--- src/rtl/reg_status_table.sv ---
// reg_status_table: architectural register file plus producer-tag table for a
// Tomasulo-style core. Each of the 32 registers holds a 32-bit value and a
// 5-bit producer tag. Tag 0 means the value is valid.
//
// Ports:
//   clk, rst_n          clock, synchronous active-low reset
//   in_reg_1/2          read port register indices (registered, 1-cycle latency)
//   in_bank_enable/reg/tag   rename: mark in_bank_tag as producer of in_bank_reg
//   in_CDB_broadcast/tag/val common data bus result broadcast
//   out_enable          read outputs valid (1 on every cycle after reset release)
//   out_val_1/2         operand value per read port
//   out_tag_1/2         pending producer tag per read port (0 = value valid)
//
// Optional feature (macro REGSTAT_RENAME_FWD_EN): a read of the register being
// renamed in the same cycle returns the new tag, taking priority over CDB
// forwarding. With the macro undefined the read returns the pre-rename state.
module reg_status_table (
   input  logic        clk,
   input  logic        rst_n,
   input  logic [4:0]  in_reg_1,
   input  logic [4:0]  in_reg_2,
   input  logic        in_bank_enable,
   input  logic [4:0]  in_bank_reg,
   input  logic [4:0]  in_bank_tag,
   input  logic        in_CDB_broadcast,
   input  logic [4:0]  in_CDB_tag,
   input  logic [31:0] in_CDB_val,
   output logic        out_enable,
   output logic [31:0] out_val_1,
   output logic [31:0] out_val_2,
   output logic [4:0]  out_tag_1,
   output logic [4:0]  out_tag_2
);

   localparam int unsigned NREG = 32;
   localparam int unsigned DW   = 32;
   localparam int unsigned TW   = 5;
   localparam int unsigned AW   = 5;

   logic [DW-1:0] vals [NREG];
   logic [TW-1:0] tags [NREG];

   logic          cdb_valid_c;
   logic          rename_valid_c;
   logic [DW-1:0] rd_val_1_c;
   logic [DW-1:0] rd_val_2_c;
   logic [TW-1:0] rd_tag_1_c;
   logic [TW-1:0] rd_tag_2_c;

   // Tag 0 broadcasts and renames of r0 are no-ops.
   assign cdb_valid_c    = in_CDB_broadcast && (in_CDB_tag != '0);
   assign rename_valid_c = in_bank_enable && (in_bank_reg != '0);

   // Read port 1: stored state, overridden by a matching CDB broadcast.
   always_comb begin
      rd_val_1_c = vals[in_reg_1];
      rd_tag_1_c = tags[in_reg_1];
      if (cdb_valid_c && (tags[in_reg_1] == in_CDB_tag)) begin
         rd_val_1_c = in_CDB_val;
         rd_tag_1_c = '0;
      end
`ifdef REGSTAT_RENAME_FWD_EN
      if (rename_valid_c && (in_bank_reg == in_reg_1)) begin
         rd_tag_1_c = in_bank_tag;
      end
`endif
   end

   // Read port 2: same selection as port 1.
   always_comb begin
      rd_val_2_c = vals[in_reg_2];
      rd_tag_2_c = tags[in_reg_2];
      if (cdb_valid_c && (tags[in_reg_2] == in_CDB_tag)) begin
         rd_val_2_c = in_CDB_val;
         rd_tag_2_c = '0;
      end
`ifdef REGSTAT_RENAME_FWD_EN
      if (rename_valid_c && (in_bank_reg == in_reg_2)) begin
         rd_tag_2_c = in_bank_tag;
      end
`endif
   end

   // Table update. r0 is never written after reset, so it stays 0/0.
   // Rename is applied after the CDB retire so it wins the tag on collision,
   // while the value still picks up the broadcast result.
   always_ff @(posedge clk) begin
      if (!rst_n) begin
         for (int unsigned i = 0; i < NREG; i++) begin
            vals[i] <= '0;
            tags[i] <= '0;
         end
      end else begin
         for (int unsigned i = 1; i < NREG; i++) begin
            if (cdb_valid_c && (tags[i] == in_CDB_tag)) begin
               vals[i] <= in_CDB_val;
               tags[i] <= '0;
            end
            if (rename_valid_c && (in_bank_reg == AW'(i))) begin
               tags[i] <= in_bank_tag;
            end
         end
      end
   end

   // Registered read outputs.
   always_ff @(posedge clk) begin
      if (!rst_n) begin
         out_enable <= 1'b0;
         out_val_1  <= '0;
         out_val_2  <= '0;
         out_tag_1  <= '0;
         out_tag_2  <= '0;
      end else begin
         out_enable <= 1'b1;
         out_val_1  <= rd_val_1_c;
         out_val_2  <= rd_val_2_c;
         out_tag_1  <= rd_tag_1_c;
         out_tag_2  <= rd_tag_2_c;
      end
   end

endmodule

--- config.mk ---
export PLATFORM = sky130hd
export DESIGN_NAME = reg_status_table
export DESIGN_NICKNAME = d
export VERILOG_FILES = /design/src/rtl/reg_status_table.sv
export SDC_FILE = /design/constraint.sdc
export NUM_CORES = 2
export LEC_CHECK = 0
export CELL_PAD_IN_SITES_DETAIL_PLACEMENT = 0
export CELL_PAD_IN_SITES_GLOBAL_PLACEMENT = 1
export CORE_MARGIN = 3
export CORE_UTILIZATION = 50
export CTS_BUF_LIST = sky130_fd_sc_hd__clkbuf_8
export DETAILED_ROUTE_END_ITERATION = 8
export PLACE_DENSITY_LB_ADDON = 0.1
export SYNTH_ARGS = -nofsm -noshare
export SYNTH_HDL_FRONTEND = slang
export SYNTH_SLANG_ARGS = --single-unit
--- constraint.sdc ---
create_clock -name clk -period 6.55 [get_ports clk]
set_input_delay 0.655 -clock clk [delete_from_list [all_inputs] [get_ports clk]]
set_output_delay 0.655 -clock clk [all_outputs]
set_load 0.01 [all_outputs]
Word level (Yosys, flattened, before mapping)
Memory sizes are Yosys's and may differ from the RTL's.
Cells that the tools add are included.
{"block": "totals", "reg_bits": 75, "latch_bits": 0, "ramBits": 1184, "rom_bits": 0, "in_bits": 61, "output_inout_bits": 75, "word_cells": 518, "memories": 2}
{"name": "vals", "words": 32, "width": 32, "rd": 2, "rd_clocked_by_memory_dff": 0, "wr": 32, "line_no": "40", "text": "logic [DW-1:0] vals [NREG];"}
{"name": "tags", "words": 32, "width": 5, "rd": 33, "rd_clocked_by_memory_dff": 0, "wr": 32, "line_no": "41", "text": "logic [TW-1:0] tags [NREG];"}
{"block": "op_classes", "add_sub_neg": 0, "mul": 0, "div": 0, "n_lt_le_gt_ge": 0, "eq_ne": 64, "n_shift": 0, "n_mux": 283, "n_bitwise": 94, "n_reduce_logical": 70}
{"op": "$mux W32", "count": 33}
{"op": "$mux W5", "count": 62}
{"op": "$mux W1", "count": 188}
{"op": "$eq A5 B5 Y1", "count": 33}
{"op": "$or A1 B1 Y1", "count": 93}
{"op": "$eq A5 B5 Y1 const B", "count": 16}
{"op": "$logic_and A1 B1 Y1", "count": 66}
{"op": "$eq A5 B4 Y1 const B", "count": 8}
{"op": "$eq A5 B3 Y1 const B", "count": 4}
{"op": "$eq A5 B2 Y1 const B", "count": 2}
{"op": "$reduce_bool A5 Y1", "count": 2}
{"op": "$eq A5 B1 Y1 const B", "count": 1}
{"op": "$reduce_or A2 Y1", "count": 2}
{"op": "$not A1 Y1", "count": 1}

Depth between registers and ports, before layout
{"block": "depth", "depth_word": 8, "ltp_mapped": 14, "ltp_nobuf": 8}

Worst setup path before layout
OpenSTA, ideal clock, no wires.
{"block": "synth_timing", "path_kind": "input to register", "from": "input in_CDB_tag[4]", "to": "memory tags[21][0], enable pin", "setup_ns": 0.349, "arrival_ns": 6.013, "slack_ns": 0.188, "cell_stages": 7, "n_path_buf": 3, "cell_sequence": "clkbuf_1 -> clkbuf_1 -> clkbuf_1 -> xnor2_1 -> nand3_1 -> o41ai_1 -> o21bai_1"}
{"element": "from (decl)", "line_no": "26", "text": "input logic [4:0] in_CDB_tag,"}
{"element": "to (decl)", "line_no": "41"}

Worst setup path in the final report
{"block": "layout_timing", "from": "input in_reg_2[0]", "to": "register out_val_2[23]"}
{"block": "layout_between", "elab_chain_cells": 4}
{"element": "from (decl)", "line_no": "21", "text": "input logic [4:0] in_reg_2,"}
{"element": "$mem_v2 Z32 W5"}
{"element": "$eq A5 B5 Y1", "line_no": "73", "text": "if (cdb_valid_c && (tags[in_reg_2] == in_CDB_tag)) begin"}
{"element": "$logic_and A1 B1 Y1", "line_no": "73"}
{"element": "$mux W32 (*)", "line_no": "73"}
{"element": "to (signal assigned)", "line_no": "117", "text": "out_val_2 <= rd_val_2_c;"}
{"element": "to (decl)", "line_no": "30", "text": "output logic [31:0] out_val_2,"}
Every way passes the cells marked *; elsewhere a longest branch is shown, timed or not.
A chain may end at the register's enable or synchronous reset.

==> results.cfg <==
[critical_path]
slowest_stage = buf_4
critPathMaxStageDelay_ns = 0.75
path_cells = buf_8, buf_4, mux4_1, nor2b_1, o31ai_1, xor2_1, nor3_1, nand3_1, a211oi_4, buf_4, mux2i_1
crit_path_start_kind = input port
worstPathRequired_ns = 7.36
cp_max_fo = 74
crit_arrival_ns = 4.97
worst_setup_path_end_kind = register
criticalPathCategory = in2reg
crit_top_cell = buf_4

[detailed_routing]
dr.pass1.iters = 6
vias = 38200
wl_um = 193000
drtIter0Drc = 4415
drcViolationCount = 0
ant_nets = 0
routedWlPerCell_um = 33.1
viasPerCell = 6.54

[synthesis]
async_reset_ff_frac = 0
netlist_instances = 3980
yosysTopAreaCellShare = 0.557
synth_area_leader_cell = edfxtp_1
synth_cell_types = 59
synth_edf_count = 1147
syn_nets = 4041
ys_top_cells_by_count = edfxtp_1 (1147), mux4_2 (589), nor2_1 (585), clkbuf_1 (232), nand2_1 (191)
yosysMostFrequentCell = edfxtp_1
yosys-top-cells-area = edfxtp_1 (56%), mux4_2 (21%), nor2_1 (3.6%)
synth.yosys.seq_area_share = 0.582
syn-cell-area_mm2 = 0.0618
syn_avg_cell_area_um2 = 15.5
ys.flop_type = edfxtp_1
yosys_warnings = 0
ys_seq_elements = 1222

[timing]
timing.hold.ws_ns = 0.296
grt_setup_unrepaired = no
finalHoldViolCount = 0
worstMarginPinSlew_ns = 1.19
skew_ns = 0.0400
setup_viol = 0
fin_tns_setup_ns = 0
period_minus_slack_ns = 4.16
fin_crit_sh = 0.636
fmax_mhz = 240
drv_slew = 0
layout_setup_ws_ns = 2.39
max_slew_margin = 0.207

[clock_tree]
numClockSinks = 1222
cts_inserted_buffers = 204
ctsResizeCount = 0
htreeDepth = 4
cts.clk_slew.worst_paths_ns = 0.06
ctsHoldBuffers = 0
cts-root-buf = clkbuf_8
cts_tree = done
postCtsSetupRepairBufs = 0
cts_buffer_depth = 3
clock_latency_ns = 0.93

[die]
core_mm2 = 0.122
die_height_um = 358
die-area_mm2 = 0.128
io_pins = 136
die_x_um = 358
initial_core_util = 0.506
row_count = 128

[place]
dpl_worst_slack_ns = 1.48
dp.final_hpwl_um = 115000
io_buffers = 135
place_congestion = 0.868

[finish]
fin_util = 0.560
nets = 4095
synthToLayoutAreaGrowth_pct = 10.7
drive_gt1_frac = 0.268

[status]
status = completed

[global_route]
gr-usage-all-layers = 0.306
grt_overflow = 0
grt_pass1_wl_um = 279000
grt_pass1_vias = 38700
grt_max_degree = 114
antenna_found_initial = 3

[run]
maxCapViolations = 0

[power]
vdd_drop_max_mv = 0.220
finalPower_w = 0.0181
p_leak_nw = 24.1
power.density_mw_per_mm2 = 264

[hold_path]
holdCritPathClass = in2reg
-- flip-flops by register name, summed over array words and instances (netlist names) --
name and flops:
out_enable 1, out_tag_1 5, out_tag_2 5, out_val_1 32, out_val_2 32, tags 155
vals 992
-- power by group --
part | internal (W) | total (W) | switching, W
clock network | 0.00341 | 0.00656 | 0.00315
registers | 0.00900 | 0.00925 | 0.000244
logic | 0.000986 | 0.00227 | 0.00128
total | 0.0134 | 0.0181 | 0.00468
-- kinds of logic after synthesis --
| group | synth area share |
|---|---|
| AOI/OAI and AO/OA | 0.0306 |
| xor gates and xnor gates | 0.0240 |
| buffers and inverters | 0.0311 |
| DFF | 0.582 |
| muxes | 0.251 |
| and+or+nand+nor | 0.0818 |
-- placed cells by master (no fill, tap or decap), types with 13 or more instances in the layout --
master | Yosys | final
inv_1 | 38 | 133
a22o_1 | 35 | 35
nand3_2 | 0 | 17
mux2_2 | 81 | 81
edfxtp_1 | 1147 | 1147
or2_2 | 18 | 18
and2_1 | 157 | 157
dfxtp_1 | 75 | 75
nor2b_1 | 17 | 15
mux2i_1 | 109 | 109
nand2b_1 | 40 | 39
nand2_1 | 191 | 174
a221oi_1 | 39 | 39
xnor2_1 | 84 | 84
o31ai_1 | 31 | 31
o21ai_0 | 34 | 34
xor2_1 | 85 | 85
o211ai_1 | 35 | 35
nor2_1 | 585 | 585
clkinv_2 | 0 | 13
buf_4 | 19 | 95
nor4_1 | 18 | 17
clkinv_1 | 0 | 20
nand3_1 | 77 | 60
clkbuf_8 | 0 | 234
mux4_2 | 589 | 589
clkdlybuf4s50_1 | 0 | 115
nand2_2 | 0 | 17
o21bai_1 | 14 | 14
o41ai_2 | 0 | 14
-- final cells by class --
cell class	count	area (µm²)
clock buffer	234	3220
sequential	1222	35900
tap	1625	2030
inverter	39	156
fill	9686	53800
timing repair buffer	232	2110
clock inverter	145	728
multi-input combinational	2335	24200
antenna	6	15.0
-- per-layer routing --
| metal | GRT usage | share of wire |
|---|---|---|
| met1 | 0.429 | 0.41 |
| met2 | 0.491 | 0.48 |
| met3 | 0.0552 | 0.080 |
| met4 | 0.0973 | 0.029 |
| met5 | 0 | 0 |
-- critical path, delay by kind of cell --
kind / cells / cell delay (ns)
AOI/OAI and AO/OA: 2 / 0.40
muxes: 2 / 0.94
buffers and inverters: 3 / 2.00
xor gates and xnor gates: 1 / 0.18
and+or+nand+nor: 3 / 0.57
-- path summary, 6_finish.rpt --
path,from,end,slack [ns],cells after the start
setup / recovery,in_reg_2[0],out_val_2[23],2.39,11
hold / removal,rst_n,out_val_1[23],0.30,3
setup reg to reg,tags[4][4],tags[4][2],2.97,5
hold reg to reg,vals[2][16],out_val_1[16],0.87,4
-- stage by stage --
stage	area [µm²]	std cells
5_1_grt	68400	5836
3_3_place_gp	64400	5453
2_1_floorplan	61800	3980
3_5_place_dp	64400	5453
6_report	68400	5838
4_1_cts	68400	5832
No activity file was read; power rests on OpenSTA's default activity.
